`config.mk`:
```
export PLATFORM = sky130hd
export DESIGN_NAME = intersection_phase_scheduler_flat
export DESIGN_NICKNAME = d
export VERILOG_FILES = /design/src/rtl/intersection_phase_scheduler_if.sv /design/src/rtl/intersection_phase_scheduler.sv /design/src/flat_wrapper.sv
export SDC_FILE = /design/constraint.sdc
export NUM_CORES = 1
export LEC_CHECK = 0
export CAP_MARGIN = 20
export CORE_ASPECT_RATIO = 0.9
export CORE_MARGIN = 2
export CORE_UTILIZATION = 30
export CTS_CLUSTER_DIAMETER = 50
export DETAILED_ROUTE_END_ITERATION = 10
export GPL_TIMING_DRIVEN = 0
export PLACE_DENSITY = 0.49
export SYNTH_ARGS = -nofsm -noshare
export SYNTH_HDL_FRONTEND = slang
export SYNTH_SLANG_ARGS = --single-unit
```
`constraint.sdc`:
```
create_clock -name clk -period 6.29 [get_ports clk]
set_input_delay 0.629 -clock clk [delete_from_list [all_inputs] [get_ports clk]]
set_output_delay 0.629 -clock clk [all_outputs]
set_load 0.1 [all_outputs]
```
`src/rtl/intersection_phase_scheduler_if.sv`:
```
// Signal bundle between the intersection phase scheduler and its demand/lamp-decode neighbours.
// The master side drives demand and preemption; the slave side (the scheduler) drives lamp state.
interface intersection_phase_scheduler_if #(
    parameter int CNT_W = 5
);
    logic [3:0]       req;
    logic             extend;
    logic             preempt;
    logic [1:0]       preempt_phase;
    logic [3:0]       grant;
    logic [3:0]       yellow;
    logic [3:0]       pending;
    logic [1:0]       cur_phase;
    logic [CNT_W-1:0] phase_timer;
    logic             busy;

    modport master (
        output req, extend, preempt, preempt_phase,
        input  grant, yellow, pending, cur_phase, phase_timer, busy
    );

    modport slave (
        input  req, extend, preempt, preempt_phase,
        output grant, yellow, pending, cur_phase, phase_timer, busy
    );
endinterface

```
`src/rtl/intersection_phase_scheduler.sv`:
```
// Demand-driven round-robin phase scheduler for a four-phase intersection
// (NS, EW, ped-NS, ped-EW) with yellow/all-red clearance, min/max green and preemption.
//
// state     | meaning
// ----------+-------------------------------------------------------------
// ST_IDLE   | no phase active, all lamps dark, waiting for demand/preempt
// ST_GREEN  | grant[cur_phase] lit, min/max/extend/preempt rules decide exit
// ST_YELLOW | yellow[cur_phase] lit for YELLOW_T cycles
// ST_ALLRED | all lamps dark for ALLRED_T cycles, then next green or idle
module intersection_phase_scheduler #(
    parameter int MIN_GREEN = 5,
    parameter int MAX_GREEN = 12,
    parameter int YELLOW_T  = 3,
    parameter int ALLRED_T  = 2,
    parameter int CNT_W     = 5
) (
    input logic                          clk,
    input logic                          rst,
    intersection_phase_scheduler_if.slave bus
);

    localparam logic [1:0] ST_IDLE   = 2'd0;
    localparam logic [1:0] ST_GREEN  = 2'd1;
    localparam logic [1:0] ST_YELLOW = 2'd2;
    localparam logic [1:0] ST_ALLRED = 2'd3;

    localparam logic [CNT_W-1:0] MIN_LAST    = CNT_W'(MIN_GREEN - 1);
    localparam logic [CNT_W-1:0] MAX_LAST    = CNT_W'(MAX_GREEN - 1);
    localparam logic [CNT_W-1:0] YELLOW_LAST = CNT_W'(YELLOW_T - 1);
    localparam logic [CNT_W-1:0] ALLRED_LAST = CNT_W'(ALLRED_T - 1);

    logic [1:0]       state;
    logic [1:0]       state_nxt;
    logic [CNT_W-1:0] phase_timer;
    logic [CNT_W-1:0] timer_nxt;
    logic [1:0]       cur_phase;
    logic [1:0]       winner;
    logic [1:0]       cand;
    logic             found;
    logic [3:0]       pending;
    logic [3:0]       pending_nxt;
    logic [3:0]       sync1;
    logic [3:0]       sync2;
    logic [3:0]       prev;
    logic [3:0]       pulse;
    logic [3:0]       phase_mask;
    logic [3:0]       capture_mask;
    logic [3:0]       clear_mask;
    logic             enter_green;
    logic             any_demand;
    logic             other_demand;
    logic             is_ped;
    logic             preempt_away;
    logic             extend_hold;
    logic             green_done;

    // Requests arrive asynchronously; only the synchronised rising edge registers demand.
    always_ff @(posedge clk) begin
        if (rst) begin
            sync1 <= 4'b0000;
            sync2 <= 4'b0000;
            prev  <= 4'b0000;
        end else begin
            sync1 <= bus.req;
            sync2 <= sync1;
            prev  <= sync2;
        end
    end

    assign pulse        = sync2 & ~prev;
    assign phase_mask   = 4'b0001 << cur_phase;
    assign capture_mask = (state == ST_GREEN) ? phase_mask : 4'b0000;
    assign any_demand   = (|pending) | bus.preempt;
    assign other_demand = |(pending & ~phase_mask);
    assign is_ped       = cur_phase[1];

    always_comb begin
        winner = cur_phase + 2'd1;
        found  = 1'b0;
        cand   = 2'd0;
        for (int k = 1; k <= 4; k++) begin
            cand = cur_phase + 2'(k);
            if (!found && pending[cand]) begin
                winner = cand;
                found  = 1'b1;
            end
        end
        if (bus.preempt) begin
            winner = bus.preempt_phase;
        end
    end

    assign preempt_away = bus.preempt && (bus.preempt_phase != cur_phase);
    assign extend_hold  = bus.extend && !is_ped && (phase_timer < MAX_LAST);
    assign green_done   = !bus.preempt && (phase_timer >= MIN_LAST) &&
                          (is_ped || other_demand) && !extend_hold;

    always_comb begin
        state_nxt   = state;
        enter_green = 1'b0;
        case (state)
            ST_IDLE: begin
                if (any_demand) begin
                    state_nxt   = ST_GREEN;
                    enter_green = 1'b1;
                end
            end
            ST_GREEN: begin
                if (preempt_away || green_done) begin
                    state_nxt = ST_YELLOW;
                end
            end
            ST_YELLOW: begin
                if (phase_timer >= YELLOW_LAST) begin
                    state_nxt = ST_ALLRED;
                end
            end
            ST_ALLRED: begin
                if (phase_timer >= ALLRED_LAST) begin
                    if (any_demand) begin
                        state_nxt   = ST_GREEN;
                        enter_green = 1'b1;
                    end else begin
                        state_nxt = ST_IDLE;
                    end
                end
            end
            default: state_nxt = ST_IDLE;
        endcase
    end

    // A resting vehicle green holds its timer at the cap so it never wraps.
    always_comb begin
        if ((state_nxt != state) || (state == ST_IDLE)) begin
            timer_nxt = '0;
        end else if ((state == ST_GREEN) && (phase_timer >= MAX_LAST)) begin
            timer_nxt = MAX_LAST;
        end else begin
            timer_nxt = phase_timer + CNT_W'(1);
        end
    end

    assign clear_mask  = enter_green ? (4'b0001 << winner) : 4'b0000;
    assign pending_nxt = (pending | (pulse & ~capture_mask)) & ~clear_mask;

    always_ff @(posedge clk) begin
        if (rst) begin
            state       <= ST_IDLE;
            phase_timer <= '0;
            cur_phase   <= 2'd3;
            pending     <= 4'b0000;
        end else begin
            state       <= state_nxt;
            phase_timer <= timer_nxt;
            pending     <= pending_nxt;
            if (enter_green) begin
                cur_phase <= winner;
            end
        end
    end

    assign bus.grant       = (state == ST_GREEN)  ? phase_mask : 4'b0000;
    assign bus.yellow      = (state == ST_YELLOW) ? phase_mask : 4'b0000;
    assign bus.pending     = pending;
    assign bus.cur_phase   = cur_phase;
    assign bus.phase_timer = phase_timer;
    assign bus.busy        = (state != ST_IDLE);

endmodule
```
`src/flat_wrapper.sv`:
```
// flat-port wrapper written by rule: the top's interface ports become plain ports
module intersection_phase_scheduler_flat 
#(
    parameter int MIN_GREEN = 5,
    parameter int MAX_GREEN = 12,
    parameter int YELLOW_T  = 3,
    parameter int ALLRED_T  = 2,
    parameter int CNT_W     = 5
)
  (clk, rst, bus_req, bus_extend, bus_preempt, bus_preempt_phase, bus_grant, bus_yellow, bus_pending, bus_cur_phase, bus_phase_timer, bus_busy);
  intersection_phase_scheduler_if #(.CNT_W(CNT_W)) bus_i ();
  input logic clk;
  input logic rst;
  input wire logic [$bits(bus_i.req)-1:0] bus_req;
  input wire logic [$bits(bus_i.extend)-1:0] bus_extend;
  input wire logic [$bits(bus_i.preempt)-1:0] bus_preempt;
  input wire logic [$bits(bus_i.preempt_phase)-1:0] bus_preempt_phase;
  output wire logic [$bits(bus_i.grant)-1:0] bus_grant;
  output wire logic [$bits(bus_i.yellow)-1:0] bus_yellow;
  output wire logic [$bits(bus_i.pending)-1:0] bus_pending;
  output wire logic [$bits(bus_i.cur_phase)-1:0] bus_cur_phase;
  output wire logic [$bits(bus_i.phase_timer)-1:0] bus_phase_timer;
  output wire logic [$bits(bus_i.busy)-1:0] bus_busy;
  assign bus_i.req = bus_req;
  assign bus_i.extend = bus_extend;
  assign bus_i.preempt = bus_preempt;
  assign bus_i.preempt_phase = bus_preempt_phase;
  assign bus_grant = bus_i.grant;
  assign bus_yellow = bus_i.yellow;
  assign bus_pending = bus_i.pending;
  assign bus_cur_phase = bus_i.cur_phase;
  assign bus_phase_timer = bus_i.phase_timer;
  assign bus_busy = bus_i.busy;
  intersection_phase_scheduler #(.MIN_GREEN(MIN_GREEN), .MAX_GREEN(MAX_GREEN), .YELLOW_T(YELLOW_T), .ALLRED_T(ALLRED_T), .CNT_W(CNT_W)) u_core (.clk(clk), .rst(rst), .bus(bus_i));
endmodule
```
==> results.toml <==
[global_routing]
overflow = 0
grt_pass1_vias = 1232
grt_max_degree = 16
track_usage = 0.138
grt_antenna_before_repair = 0
grt_pass1_wl_um = 6240

[timing]
worst_pin_slew_ns = 0.969
finalMaxSlewViolations = 0
final.setup.tns_ns = 0
rsz0062_at_grt = "false"
hold_viol = 0
timing.hold.ws_ns = 0.435
slew_headroom = 0.352
final-setup-viol-count = 0
timing.final.crit_share = 0.555
min_period_ns = 3.49
max_freq_mhz = 286
skew_ns = 0.00363

[synthesis]
synth_flop_cell = "dfxtp_1"
synth-seq-cells = 25
synthCells = 191
synth_nets = 213
synth_edf_count = 0
syn_area_um2 = 1610
ys_async_sr_fraction = 0
yosysUniqueCellTypes = 46
ys_warn_count = 0
synth_seq_area_share = 0.310
avgSynthCellArea_um2 = 8.45

[worst_setup_path]
crit_arrival_ns = 2.86
worstSetupStartpointType = "flop"
crit_end = "bus_grant[2]"
cp-end-kind = "output pin"
r2r_cells = 11
timing.rr.start = "u_core.bus.cur_phase[0]$_SDFFE_PP1P_"
critPathKind = "reg2out"
worstPathMaxFanout = 10
rrSetupSlack_ns = 3.07
r2r-end = "u_core.bus.pending[1]$_SDFF_PP0_"
crit_required_ns = 5.66
startpoint = "u_core.bus.cur_phase[0]$_SDFFE_PP1P_"

[cts]
postCtsSetupBuffers = 0
clockBufferDepth = 2
clock_latency_ns = 0.27
numCtsBuffers = 3
cts_root_buf = "clkbuf_8"
ctsResizeCount = 0
hold_buffers = 0
cts_tree = "built"
path_clk_slew_ns = 0.09
htreeDepth = 1
cts_sinks = 25

[floorplanning]
start_util = 0.309
core_area_um2 = 5220
dieArea_um2 = 5980
ioPinCount = 30
rows = 25
die_x_um = 81.3
die_h_um = 73.6

[routing]
vias = 1430
routed_wl_um = 3920
drt_iter0_drc = 59
ant_nets = 0
firstDrtPassIters = 4
routedWlPerCell_um = 13.5
drt-vias-per-instance = 4.91
drc = 0

[worst_hold_path]
min_from = "u_core.sync2[3]$_SDFF_PP0_"
hold_path.class = "reg2reg"

[outcome]
outcome = "complete, no violations"

[layout]
final_nets = 247
drive_gt1_frac = 0.0714
diodes = 0
final_core_util = 0.390
fill_cells = 554
syn_to_final_growth_pct = 26.2

[power_and_ir_drop]
p_per_area_nw_per_um2 = 392
peakVddDrop_mv = 0.175
cellLeakagePower_nw = 0.798
p_total_mw = 0.799

[placed_design]
dp_hpwl_um = 3100
globalplace.congestion = 0.866
port_buffers = 29

[job]
maxCapViolCount = 0
==> where the power goes <==
part	internal, mW	switching, mW	leakage (nW)
combinational	0.171	0.327	0.572
sequential	0.176	0.0269	0.205
clock	0.0449	0.0535	0.0217
==> state kept, by name, indices dropped and copies added, names as in the netlist <==
register / cells
u_core.sync2: 4
u_core.bus.phase_timer: 5
u_core.state: 2
u_core.bus.cur_phase: 2
u_core.prev: 4
u_core.bus.pending: 4
u_core.sync1: 4
==> area by class of cell <==
cell class              count  area, um2  share of cell area
plain buffers               9       38.8              0.0190
clock buffers               3       41.3              0.0203
clock inverters             1       7.51             0.00369
inverters                  18       67.6              0.0332
multi-input cells         139       1010               0.494
flip-flops and latches     25        500               0.246
well taps                  67       83.8              0.0412
repair buffers             29        290               0.143
==> worst min path at each step <==
stage	endpoint	slack (ns)	cells past startpoint
2_1_floorplan	u_core.prev[3]$_SDFF_PP0_	0.41	2
3_3_place_gp	u_core.sync2[0]$_SDFF_PP0_	0.41	1
3_5_place_dp	u_core.sync2[3]$_SDFF_PP0_	0.43	1
4_1_cts	u_core.prev[3]$_SDFF_PP0_	0.44	2
5_1_grt	u_core.prev[3]$_SDFF_PP0_	0.46	2
6_report	u_core.prev[3]$_SDFF_PP0_	0.44	2
==> metal layers <==
| metal | vias to the layer above | part of all wire | GRT usage |
|---|---|---|---|
| met5 | - | 0 | 0 |
| met4 | 0 | 0.011 | 0.0339 |
| met3 | 4 | 0.033 | 0.0221 |
| met2 | 29 | 0.42 | 0.199 |
| met1 | 660 | 0.53 | 0.212 |
| li1 | 737 | - | - |
==> critical path, cell delays in order, from the launching register on <==
cell and delay, ns:
dfxtp_1 0.41, buf_2 0.21, buf_1 0.39, inv_1 0.16, ha_1 0.27, and2_1 0.18, clkdlybuf4s50_1 0.97
==> cell families after synthesis <==
family | after synthesis | synth area share
xor gates and xnor gates | 5 | 0.0271
muxes | 8 | 0.0775
buffers and inverters | 27 | 0.0659
and+or+nand+nor | 72 | 0.240
AOI/OAI and AO/OA | 42 | 0.186
DFF | 25 | 0.310
adders and majority gates | 12 | 0.0930
==> cells in the final DEF, fill, tap and decap left out, drive strengths merged, types with 3 or more instances in the layout <==
cell type	synthesis	routed
nand4	4	4
nor2	17	17
o31a	4	4
ha	12	12
buf	4	4
nand2b	4	4
inv	18	18
mux2	3	3
clkdlybuf4s50	0	29
nand3	3	3
a211oi	6	6
and2	7	7
xor2	3	3
nand2	10	10
nor3	5	5
a31oi	5	5
clkbuf	5	8
o21ai	5	5
nor2b	13	13
dfxtp	25	25
a21oi	6	6
mux4	3	3
==> Yosys cell counts (3+ instances only) <==
library cell,count,area [um2]
dfxtp_1,25,500
inv_1,18,67.6
nor2_1,17,63.8
nor2b_1,13,81.3
ha_1,12,150
nand2_1,10,37.5
and2_1,7,43.8
a211oi_1,6,45.0
a21oi_1,6,30.0
a31oi_1,5,31.3
clkbuf_1,5,18.8
nor3_1,5,25.0
o21ai_0,5,25.0
nand2b_1,4,25.0
nand4_1,4,25.0
o31a_1,4,35.0
mux4_2,3,67.6
nand3_1,3,15.0
xor2_1,3,26.3
==> metrics by stage <==
step / cells / setup WS, ns / cell area (um2)
final: 291 / 2.80 / 2040
after global routing: 291 / 2.58 / 2040
after CTS: 291 / 2.77 / 2040
after detailed placement: 287 / 3.09 / 1990
after global placement: 287 / 3.05 / 1990
after floorplan: 191 / 2.87 / 1610
Power figures use the tool's default switching activity.
